### src/rtl/mem_access_pkg.sv
// -----------------------------------------------------------------------------
// mem_access_pkg
// Shared types and helpers for the memory-access stage.
//   state_t          : FSM states of mem_access
//   LD_* / ST_*      : bit positions in the one-hot load / store format vectors
//   store_be()       : byte enables for a store of given width and address
//   store_lanes()    : store data replicated across the byte lanes
//   misaligned()     : alignment check used when MISALIGN_TRAP_EN is defined
// Lane helpers assume a 32-bit data bus.
// -----------------------------------------------------------------------------
package mem_access_pkg;

    typedef enum logic [1:0] {
        IDLE = 2'd0,
        REQ  = 2'd1,
        WAIT = 2'd2
    } state_t;

    // load format one-hot {LHU,LBU,LW,LH,LB}
    localparam int LD_LB  = 0;
    localparam int LD_LH  = 1;
    localparam int LD_LW  = 2;
    localparam int LD_LBU = 3;
    localparam int LD_LHU = 4;

    // store format one-hot {SW,SH,SB}
    localparam int ST_SB = 0;
    localparam int ST_SH = 1;
    localparam int ST_SW = 2;

    // Half-word lanes only ever start at byte 0 or 2, so addr[0] is dropped.
    function automatic logic [3:0] store_be(input logic [2:0] fmt, input logic [1:0] addr_lo);
        logic [3:0] be;
        if (fmt[ST_SB])
            be = 4'b0001 << addr_lo;
        else if (fmt[ST_SH])
            be = 4'b0011 << {addr_lo[1], 1'b0};
        else
            be = 4'b1111;
        return be;
    endfunction

    function automatic logic [31:0] store_lanes(input logic [2:0] fmt, input logic [31:0] data);
        logic [31:0] lanes;
        if (fmt[ST_SB])
            lanes = {4{data[7:0]}};
        else if (fmt[ST_SH])
            lanes = {2{data[15:0]}};
        else
            lanes = data;
        return lanes;
    endfunction

    function automatic logic misaligned(input logic       is_store,
                                        input logic [2:0] st_fmt,
                                        input logic [4:0] ld_fmt,
                                        input logic [1:0] addr_lo);
        logic half;
        logic word;
        if (is_store) begin
            half = st_fmt[ST_SH];
            word = st_fmt[ST_SW];
        end else begin
            half = ld_fmt[LD_LH] | ld_fmt[LD_LHU];
            word = ld_fmt[LD_LW];
        end
        return (half & addr_lo[0]) | (word & (addr_lo != 2'b00));
    endfunction

endpackage

### src/rtl/mem_access_load_formatter.sv
// -----------------------------------------------------------------------------
// mem_access_load_formatter
// Combinational lane select and sign/zero extension of a loaded word.
// Ports:
//   rdata   in  DW  raw read word from the data bus
//   addr_lo in  2   byte offset of the load
//   fmt     in  5   load format one-hot {LHU,LBU,LW,LH,LB}
//   data    out DW  write-back value
// An all-zero or unknown format passes the word through unchanged.
// -----------------------------------------------------------------------------
module mem_access_load_formatter
    import mem_access_pkg::*;
#(
    parameter int DW = 32
) (
    input  logic [DW-1:0] rdata,
    input  logic [1:0]    addr_lo,
    input  logic [4:0]    fmt,
    output logic [DW-1:0] data
);

    logic [7:0]  byte_sel;
    logic [15:0] half_sel;

    always_comb begin
        byte_sel = rdata[7:0];
        case (addr_lo)
            2'd0:    byte_sel = rdata[7:0];
            2'd1:    byte_sel = rdata[15:8];
            2'd2:    byte_sel = rdata[23:16];
            default: byte_sel = rdata[31:24];
        endcase
        // misaligned half-word loads are aligned down to the half-word
        half_sel = addr_lo[1] ? rdata[31:16] : rdata[15:0];

        data = rdata;
        if (fmt[LD_LB])
            data = {{(DW-8){byte_sel[7]}}, byte_sel};
        else if (fmt[LD_LH])
            data = {{(DW-16){half_sel[15]}}, half_sel};
        else if (fmt[LD_LBU])
            data = {{(DW-8){1'b0}}, byte_sel};
        else if (fmt[LD_LHU])
            data = {{(DW-16){1'b0}}, half_sel};
    end

endmodule

### src/rtl/mem_access.sv
// -----------------------------------------------------------------------------
// mem_access
// Memory stage: turns load/store pulses from execute into req/gnt/rvalid data
// bus transactions, stalls upstream with halt_o while a transaction is open,
// formats load data and forwards write-back to the register file. Non-memory
// write-backs pass through with one cycle of latency.
//
// Optional feature (macro MISALIGN_TRAP_EN): misaligned half/word accesses are
// rejected with bus_err_o instead of being aligned down.
//
// Ports:
//   clk_i, resetn_i                   clock, async active-low reset
//   mem_addr_i, mem_read_en_i,
//   mem_write_en_i, mem_write_fmt_i,
//   mem_write_data_i                  memory op from execute
//   rd_addr_i, rd_write_en_i,
//   rd_write_fmt_i, rd_data_i         write-back info from execute
//   dmem_req_o, dmem_we_o, dmem_addr_o,
//   dmem_be_o, dmem_wdata_o           data bus request side
//   dmem_gnt_i, dmem_rvalid_i,
//   dmem_rdata_i                      data bus response side
//   halt_o                            stall upstream
//   rd_addr_o, rd_write_en_o, rd_data_o   write-back to regfile
//   bus_err_o                         sticky timeout / misalign error
//
// state | meaning
// IDLE  | no open transaction; pass-through of non-memory write-back
// REQ   | request on the bus, waiting for gnt
// WAIT  | load granted, waiting for rvalid
// -----------------------------------------------------------------------------
module mem_access
    import mem_access_pkg::*;
#(
    parameter int DW      = 32,
    parameter int TIMEOUT = 255
) (
    input  logic            clk_i,
    input  logic            resetn_i,
    input  logic [DW-1:0]   mem_addr_i,
    input  logic            mem_read_en_i,
    input  logic            mem_write_en_i,
    input  logic [2:0]      mem_write_fmt_i,
    input  logic [DW-1:0]   mem_write_data_i,
    input  logic [4:0]      rd_addr_i,
    input  logic            rd_write_en_i,
    input  logic [4:0]      rd_write_fmt_i,
    input  logic [DW-1:0]   rd_data_i,
    output logic            dmem_req_o,
    output logic            dmem_we_o,
    output logic [DW-1:0]   dmem_addr_o,
    output logic [DW/8-1:0] dmem_be_o,
    output logic [DW-1:0]   dmem_wdata_o,
    input  logic            dmem_gnt_i,
    input  logic            dmem_rvalid_i,
    input  logic [DW-1:0]   dmem_rdata_i,
    output logic            halt_o,
    output logic [4:0]      rd_addr_o,
    output logic            rd_write_en_o,
    output logic [DW-1:0]   rd_data_o,
    output logic            bus_err_o
);

    localparam int TW = $clog2(TIMEOUT + 1);

    state_t        state;
    logic [1:0]    addr_lo_q;
    logic [4:0]    ld_fmt_q;
    logic [4:0]    rd_addr_q;
    logic [TW-1:0] tmo_cnt;
    logic [DW-1:0] ld_data;
    logic          mem_op;
    logic          misalign;

    assign mem_op = mem_read_en_i | mem_write_en_i;

`ifdef MISALIGN_TRAP_EN
    assign misalign = misaligned(mem_write_en_i, mem_write_fmt_i, rd_write_fmt_i, mem_addr_i[1:0]);
`else
    assign misalign = 1'b0;
`endif

    // Combinational so upstream stalls in the very cycle the op is presented.
    assign halt_o = (state != IDLE) | mem_op;

    mem_access_load_formatter #(.DW(DW)) u_load_formatter (
        .rdata   (dmem_rdata_i),
        .addr_lo (addr_lo_q),
        .fmt     (ld_fmt_q),
        .data    (ld_data)
    );

    always_ff @(posedge clk_i or negedge resetn_i) begin
        if (!resetn_i) begin
            state         <= IDLE;
            addr_lo_q     <= '0;
            ld_fmt_q      <= '0;
            rd_addr_q     <= '0;
            tmo_cnt       <= '0;
            dmem_req_o    <= 1'b0;
            dmem_we_o     <= 1'b0;
            dmem_addr_o   <= '0;
            dmem_be_o     <= '0;
            dmem_wdata_o  <= '0;
            rd_addr_o     <= '0;
            rd_write_en_o <= 1'b0;
            rd_data_o     <= '0;
            bus_err_o     <= 1'b0;
        end else begin
            rd_write_en_o <= 1'b0;
            case (state)
                IDLE: begin
                    if (mem_op) begin
                        if (misalign) begin
                            bus_err_o <= 1'b1;
                        end else begin
                            state       <= REQ;
                            dmem_req_o  <= 1'b1;
                            // store wins when both enables are high
                            dmem_we_o   <= mem_write_en_i;
                            dmem_addr_o <= {mem_addr_i[DW-1:2], 2'b00};
                            if (mem_write_en_i) begin
                                dmem_be_o    <= store_be(mem_write_fmt_i, mem_addr_i[1:0]);
                                dmem_wdata_o <= store_lanes(mem_write_fmt_i, mem_write_data_i);
                            end else begin
                                dmem_be_o    <= '1;
                                dmem_wdata_o <= '0;
                            end
                            addr_lo_q <= mem_addr_i[1:0];
                            ld_fmt_q  <= rd_write_fmt_i;
                            rd_addr_q <= rd_addr_i;
                            tmo_cnt   <= TW'(TIMEOUT - 1);
                        end
                    end else begin
                        rd_addr_o     <= rd_addr_i;
                        rd_data_o     <= rd_data_i;
                        rd_write_en_o <= rd_write_en_i;
                    end
                end

                REQ: begin
                    if (dmem_gnt_i) begin
                        dmem_req_o <= 1'b0;
                        if (dmem_we_o) begin
                            state <= IDLE;
                        end else if (dmem_rvalid_i) begin
                            state         <= IDLE;
                            rd_addr_o     <= rd_addr_q;
                            rd_data_o     <= ld_data;
                            rd_write_en_o <= (rd_addr_q != 5'd0);
                        end else begin
                            state   <= WAIT;
                            tmo_cnt <= tmo_cnt - 1'b1;
                        end
                    end else if (tmo_cnt == '0) begin
                        state      <= IDLE;
                        dmem_req_o <= 1'b0;
                        bus_err_o  <= 1'b1;
                    end else begin
                        tmo_cnt <= tmo_cnt - 1'b1;
                    end
                end

                WAIT: begin
                    if (dmem_rvalid_i) begin
                        state         <= IDLE;
                        rd_addr_o     <= rd_addr_q;
                        rd_data_o     <= ld_data;
                        rd_write_en_o <= (rd_addr_q != 5'd0);
                    end else if (tmo_cnt == '0) begin
                        state     <= IDLE;
                        bus_err_o <= 1'b1;
                    end else begin
                        tmo_cnt <= tmo_cnt - 1'b1;
                    end
                end

                default: begin
                    state      <= IDLE;
                    dmem_req_o <= 1'b0;
                end
            endcase
        end
    end

endmodule

### config.mk
export PLATFORM = sky130hd
export DESIGN_NAME = mem_access
export DESIGN_NICKNAME = d
export VERILOG_FILES = /design/src/rtl/mem_access_pkg.sv /design/src/rtl/mem_access_load_formatter.sv /design/src/rtl/mem_access.sv
export SDC_FILE = /design/constraint.sdc
export NUM_CORES = 1
export LEC_CHECK = 0
export ABC_AREA = 0
export CAP_MARGIN = 0
export CELL_PAD_IN_SITES_DETAIL_PLACEMENT = 1
export CELL_PAD_IN_SITES_GLOBAL_PLACEMENT = 2
export CORE_MARGIN = 2
export CORE_UTILIZATION = 26
export CTS_CLUSTER_DIAMETER = 100
export CTS_CLUSTER_SIZE = 30
export DETAILED_ROUTE_END_ITERATION = 10
export PLACE_DENSITY = 0.83
export SLEW_MARGIN = 5
export SYNTH_ARGS = -nofsm -noshare
export SYNTH_HDL_FRONTEND = slang
export SYNTH_SLANG_ARGS = --single-unit
### constraint.sdc
create_clock -name clk_i -period 2.5 [get_ports clk_i]
set_input_delay 0.25 -clock clk_i [delete_from_list [all_inputs] [get_ports clk_i]]
set_output_delay 0.25 -clock clk_i [all_outputs]
set_load 0.005 [all_outputs]
==> results of run 1 <==
==> metal layers <==
metal  track usage  part of all wire  vias up
li1              -                 -     2997
met1         0.226              0.43     3042
met2         0.297              0.47      207
met3        0.0728             0.090       16
met4        0.0458            0.0084        0
met5             0                 0        -
==> sequential cells by signal, indices dropped and copies added, names as in the netlist <==
signal         count
addr_lo_q          2
bus_err_o          1
dmem_addr_o       30
dmem_be_o          4
dmem_req_o         1
dmem_wdata_o      32
dmem_we_o          1
ld_fmt_q           4
rd_addr_o          5
rd_addr_q          5
rd_data_o         32
rd_write_en_o      1
state              2
tmo_cnt            8
==> cell usage after synthesis (5+ instances only) <==
library cell and count:
mux4_2 8, o31ai_1 20, o21ai_0 42, a21oi_1 46, nand2_1 152, o211ai_1 14, a22o_1 18, a211oi_1 6
ha_1 6, buf_2 14, nand3_1 7, mux2i_1 51, nand4_1 5, inv_1 12, dfrtp_1 128, nand2b_1 5
clkbuf_1 25, nor3_1 7, mux2_2 6, nor2_1 48, buf_4 5, nor2b_1 22
==> timing repair <==
item                      4_1_cts  5_1_grt
buffers inserted                0        0
hold endpoints to repair       69        0
hold buffers                    1        0
==> per-stage QoR <==
| stage | total power, mW | hold slack, ps | std cells | worst slack (ps) | cell area (um2) |
|---|---|---|---|---|---|
| detailed placement | 10.7 | 343 | 1267 | 264 | 9730 |
| CTS | 13.4 | 329 | 1300 | 158 | 10300 |
| finish | 13.2 | 348 | 1302 | 204 | 10300 |
| global route | 14.2 | 345 | 1300 | 30.4 | 10300 |
| global placement | 10.6 | 340 | 1267 | 316 | 9730 |
| floorplan | 7.26 | -45.6 | 708 | 586 | 6710 |
==> worst min path at each step <==
| stage | to | depth (start not counted) | start |
|---|---|---|---|
| 6_report | dmem_addr_o[5] | 3 | mem_addr_i[5] |
| 4_1_cts | dmem_addr_o[5] | 3 | mem_addr_i[5] |
| 3_5_place_dp | dmem_wdata_o[16] | 1 | resetn_i |
| 3_3_place_gp | dmem_wdata_o[16] | 1 | resetn_i |
| 2_1_floorplan | addr_lo_q[0] | 0 | resetn_i |
| 5_1_grt | dmem_addr_o[19] | 3 | mem_addr_i[19] |
==> area by class of cell <==
class                           count  share of cell area
Tap cell                          330              0.0399
Multi-Input combinational cell    519               0.314
Timing Repair Buffer              279               0.274
Sequential cell                   128               0.310
Antenna cell                        2            0.000484
Inverter                           12             0.00436
Clock buffer                       18              0.0425
Clock inverter                     14              0.0151
==> cell families (layout without fill, tap and decap cells) <==
family / count (synthesis) / in the layout
simple gates: 263 / 263
compound gates: 183 / 183
flops: 128 / 128
mux: 65 / 65
buf+inv: 61 / 323
fa+ha+maj: 6 / 6
other cells: 1 / 4
==> critical path, cell delays in order, from the launching register on <==
cell             delay [ps]
dfrtp_1                 400
inv_1                   110
ha_1                    330
nor3b_2                 250
inv_1                    50
clkdlybuf4s50_1         480
==> power by group through the flow <==
stage	clock network (mW)	registers (mW)	logic (mW)
3_5_place_dp	0	3.83	6.90
5_1_grt	2.69	3.96	7.55
2_1_floorplan	0	3.71	3.55
3_3_place_gp	0	3.80	6.81
6_report	2.53	3.82	6.83
4_1_cts	2.61	3.82	6.94
==> results.cfg, run 1 <==
[synth]
muxShareOfSynthArea = 0.113
synthCells = 707
ys_types = 63
synth_edf_count = 0
yosysTopAreaCell = dfrtp_1
synthTopCellsByArea = dfrtp_1 48%, nand2_1 8.5%, mux2i_1 7.6%
synth-adder-area-share = 0.0112
ys.flop_type = dfrtp_1
synth_top_family_by_area = compound AO/OA/AOI/OAI gates
synthXorXnorAreaFrac = 0
synth-async-reset-ratio = 1.00
yosysSeqAreaShare = 0.478
synth-simple-area-share = 0.173
syn_area_mm2 = 0.00670
yosysWarnings = 0
synth_area_per_cell_um2 = 9.48
ys_ff_latch = 128
synth_compound_area_frac = 0.183
synth_top_area_share = 0.478

[timing]
fin_skew_ps = 9.67
hold_violations = 0
setup_viol = 0
grt_setup_unrepaired = false
drv_slew = 0
slew_headroom = 0.513
fin_crit_sh = 0.918
tightest_slew_ps = 730
fmax_mhz = 436
tns_ps = 0
period_minus_slack_ps = 2300

[layout]
final_common_cell = clkdlybuf4s50_1
multi_input_area_mm2 = 0.00325
drive_gt1_frac = 0.0876
fillerInstances = 2909
seqCellArea_mm2 = 0.00320
final_util = 0.409
layout_common_cells = 252 x clkdlybuf4s50_1, 152 x nand2_1, 128 x dfrtp_1
final_nets = 1111
syn_to_final_growth_pct = 54.3

[power]
p_seq_frac = 0.290
netSwitchingFraction = 0.386
p_int_mw = 8.09
power.density_mw_per_mm2 = 1270
p_leak_nw = 4.37
clkPwrFrac = 0.192
combPwrFrac = 0.518
p_switching_mw = 5.09
ir_worst_vdd_uv = 610

[worst_hold_path]
worst_hold_path_type = in -> reg

[clock_tree]
cts_buffers = 17
clk_pin_slew_ps = 60
cts_tree = yes
htreeDepth = 4
cts_sinks = 128
ctsResizeCount = 0
ctsRootBufferMaster = clkbuf_16
clock_latency_ps = 420
cts_buffer_depth = 2

[grt]
grt_pass1_vias = 6595
grt_antenna_before_repair = 3
grt.overflow.total = 0
grt_pass1_wl_um = 37900
grtUsageTotal = 0.182
grt_max_degree = 72

[die]
die_y_um = 165
num_rows = 58
core_area_mm2 = 0.0253
die_w_um = 165
dieArea_mm2 = 0.0271
initial_core_util = 0.265
ios = 258

[flow_run]
maxCapViolations = 0

[worst_setup_path]
required_ps = 2250
crit_path_start = state[0]
reg2reg_to = rd_data_o[12]
r2r_slack_ps = 280
crit_path_end_kind = primary output
endpoint = halt_o
crit_arrival_ps = 2050
crit_path_max_fanout = 7
reg2regPathDepth = 6
critPathKind = reg -> out
cp-start-kind = register
r2r_start = state[0]

[detailed_routing]
drt_iter0_markers = 287
drt-vias-per-instance = 4.81
vias = 6262
routed_wl_um = 24400
detail-route-antenna-nets = 0
drt_first_pass_iters = 6
post_drt_wl_per_cell_um = 18.7
drc = 0

[placement]
gp_congestion = 0.762
dpl.hpwl_um = 17800
port_buffers = 253

[status]
outcome = finished clean
(Power assumes the default switching activity.)
==> inputs of run 2 (changes only) <==
==> constraint.sdc (replaced) <==
create_clock -name clk_i -period 2.5 [get_ports clk_i]
set_input_delay 0.25 -clock clk_i [delete_from_list [all_inputs] [get_ports clk_i]]
set_output_delay 0.25 -clock clk_i [all_outputs]
set_load 0.05 [all_outputs]
==> run 2 against run 1 <==
  * Hold slack got worse by 14 ps
  * Critical path depth up 1
  * Count of clock-buffer cells in the layout is 1 higher
  * Via count hardly changed
  * Worst setup slack better by 27 ps
  * First-iteration DRC count up 0.70%
  * Cell area up 0.24%
  * Global-route usage about the same
  * Highest routed layer unchanged
==> results.cfg, run 2 (synthesis results as in run 1) <==
[layout]
drive_gt1_frac = 0.0886
final_nets = 1112
final_util = 0.410
stdcell_count = 1303
layout_common_cells = 251 x clkdlybuf4s50_1, 152 x nand2_1, 128 x dfrtp_1
seqCellArea_mm2 = 0.00320
multi_input_area_mm2 = 0.00325
syn_to_final_growth_pct = 54.7
reg_top3 = dmem_wdata_o x32, rd_data_o x32, dmem_addr_o x30
final_common_cell = clkdlybuf4s50_1
fillerInstances = 2877

[detailed_routing]
drc = 0
drt-vias-per-instance = 4.81
post_drt_wl_per_cell_um = 18.8
drt_iter0_markers = 289
detail-route-antenna-nets = 0
routed_wl_um = 24500
vias = 6265
drt_first_pass_iters = 4

[worst_hold_path]
worst_hold_path_type = in -> async

[status]
outcome = finished clean

[timing]
finalWorstSetupSlack_ps = 231
fin_crit_sh = 0.908
grt_setup_unrepaired = false
setup_viol = 0
fmax_mhz = 441
drv_slew = 0
tns_ps = 0
period_minus_slack_ps = 2270
hold_violations = 0
fin_skew_ps = 9.11
tightest_slew_ps = 769
slew_headroom = 0.484

[power]
power.density_mw_per_mm2 = 1570
ir_worst_vdd_uv = 627
p_leak_nw = 4.39

[worst_setup_path]
crit_path_max_fanout = 7
required_ps = 2790
cp-start-kind = register
r2r_slack_ps = 230
r2r_start = state[0]
crit_arrival_ps = 2560
critPathKind = reg -> reg
reg2regPathDepth = 6
crit_path_end_kind = register
reg2reg_to = tmo_cnt[1]

[grt]
grt_pass1_wl_um = 38200
grt_pass1_vias = 6655
grt_antenna_before_repair = 0
grt_max_degree = 81
grt.overflow.total = 0
grtUsageTotal = 0.182

[clock_tree]
clk_pin_slew_ps = 60
cts_buffers = 17
clock_latency_ps = 420
ctsResizeCount = 0
cts_tree = yes
htreeDepth = 4
cts_buffer_depth = 2
cts_sinks = 128
ctsRootBufferMaster = clkbuf_16

[die]
core_area_mm2 = 0.0253
die_w_um = 165
num_rows = 58
die_y_um = 165
dieArea_mm2 = 0.0271
ios = 258
initial_core_util = 0.265

[placement]
dpl.hpwl_um = 17800
placed_cells = 1268
dp_slack_ps = 239
port_buffers = 253
gp_congestion = 0.759

[flow_run]
maxCapViolations = 0
run 2: changes by cell type in the layout (fill, tap and decap cells not counted):
cell	change
buf_4	+3
clkinvlp_4	-2
clkdlybuf4s50_1	-1
bufinv_16	+2
buf_12	-1
clkinv_4	-2
clkinv_2	+2
inv_6	-1
clkbuf_1	+1
run 2: cell type report:
class                   count  area share
clock buffers              19      0.0427
repair buffers            280       0.272
multi-input cells         519       0.313
well taps                 330      0.0398
diodes                      2    0.000483
clock inverters            13      0.0179
flip-flops and latches    128       0.309
inverters                  12     0.00435
run 2: critical path, stage by stage (launching register included):
cell and delay (ps):
dfrtp_1 380, inv_1 90, ha_1 300, a22o_1 300
a211oi_1 690, o21ai_0 200, o2bb2ai_1 170
run 2: power breakdown:
part | switching [mW] | leakage [nW] | total (mW) | internal [mW]
sequential | 0.728 | 1.56 | 3.82 | 3.10
clock | 1.00 | 0.304 | 2.70 | 1.70
combinational | 6.24 | 2.53 | 9.72 | 3.48
run 2: worst max path at each step:
stage | startpoint | end | slack (ps) | cells after the start
5_1_grt | state[0] | halt_o | 60 | 5
3_5_place_dp | dmem_rvalid_i | tmo_cnt[1] | 240 | 5
6_report | state[0] | tmo_cnt[1] | 230 | 6
3_3_place_gp | dmem_rvalid_i | tmo_cnt[1] | 280 | 5
2_1_floorplan | state[0] | rd_data_o[17] | 580 | 8
4_1_cts | state[0] | halt_o | 200 | 5
run 2: stage by stage:
step	hold WS, ps	power (mW)	cell area [um2]
global route	357	17.3	10400
finish	334	16.2	10400
floorplan	-45.6	10.1	6710
global placement	225	13.5	9720
detailed placement	230	13.6	9720
CTS	336	16.4	10400
run 2: timing repair:
item | in CTS | in global routing
endpoints found under the hold margin | 43 | 0
hold buffers | 1 | 0
setup buffers | 0 | 0
run 2: metal layers:
layer  up-vias  routed length (um)  track usage
met5         -                   0            0
met4         0                 266       0.0470
met3        14                1890       0.0605
met2       185               11300        0.285
met1      3069               11100        0.243
li1       2997                   -            -
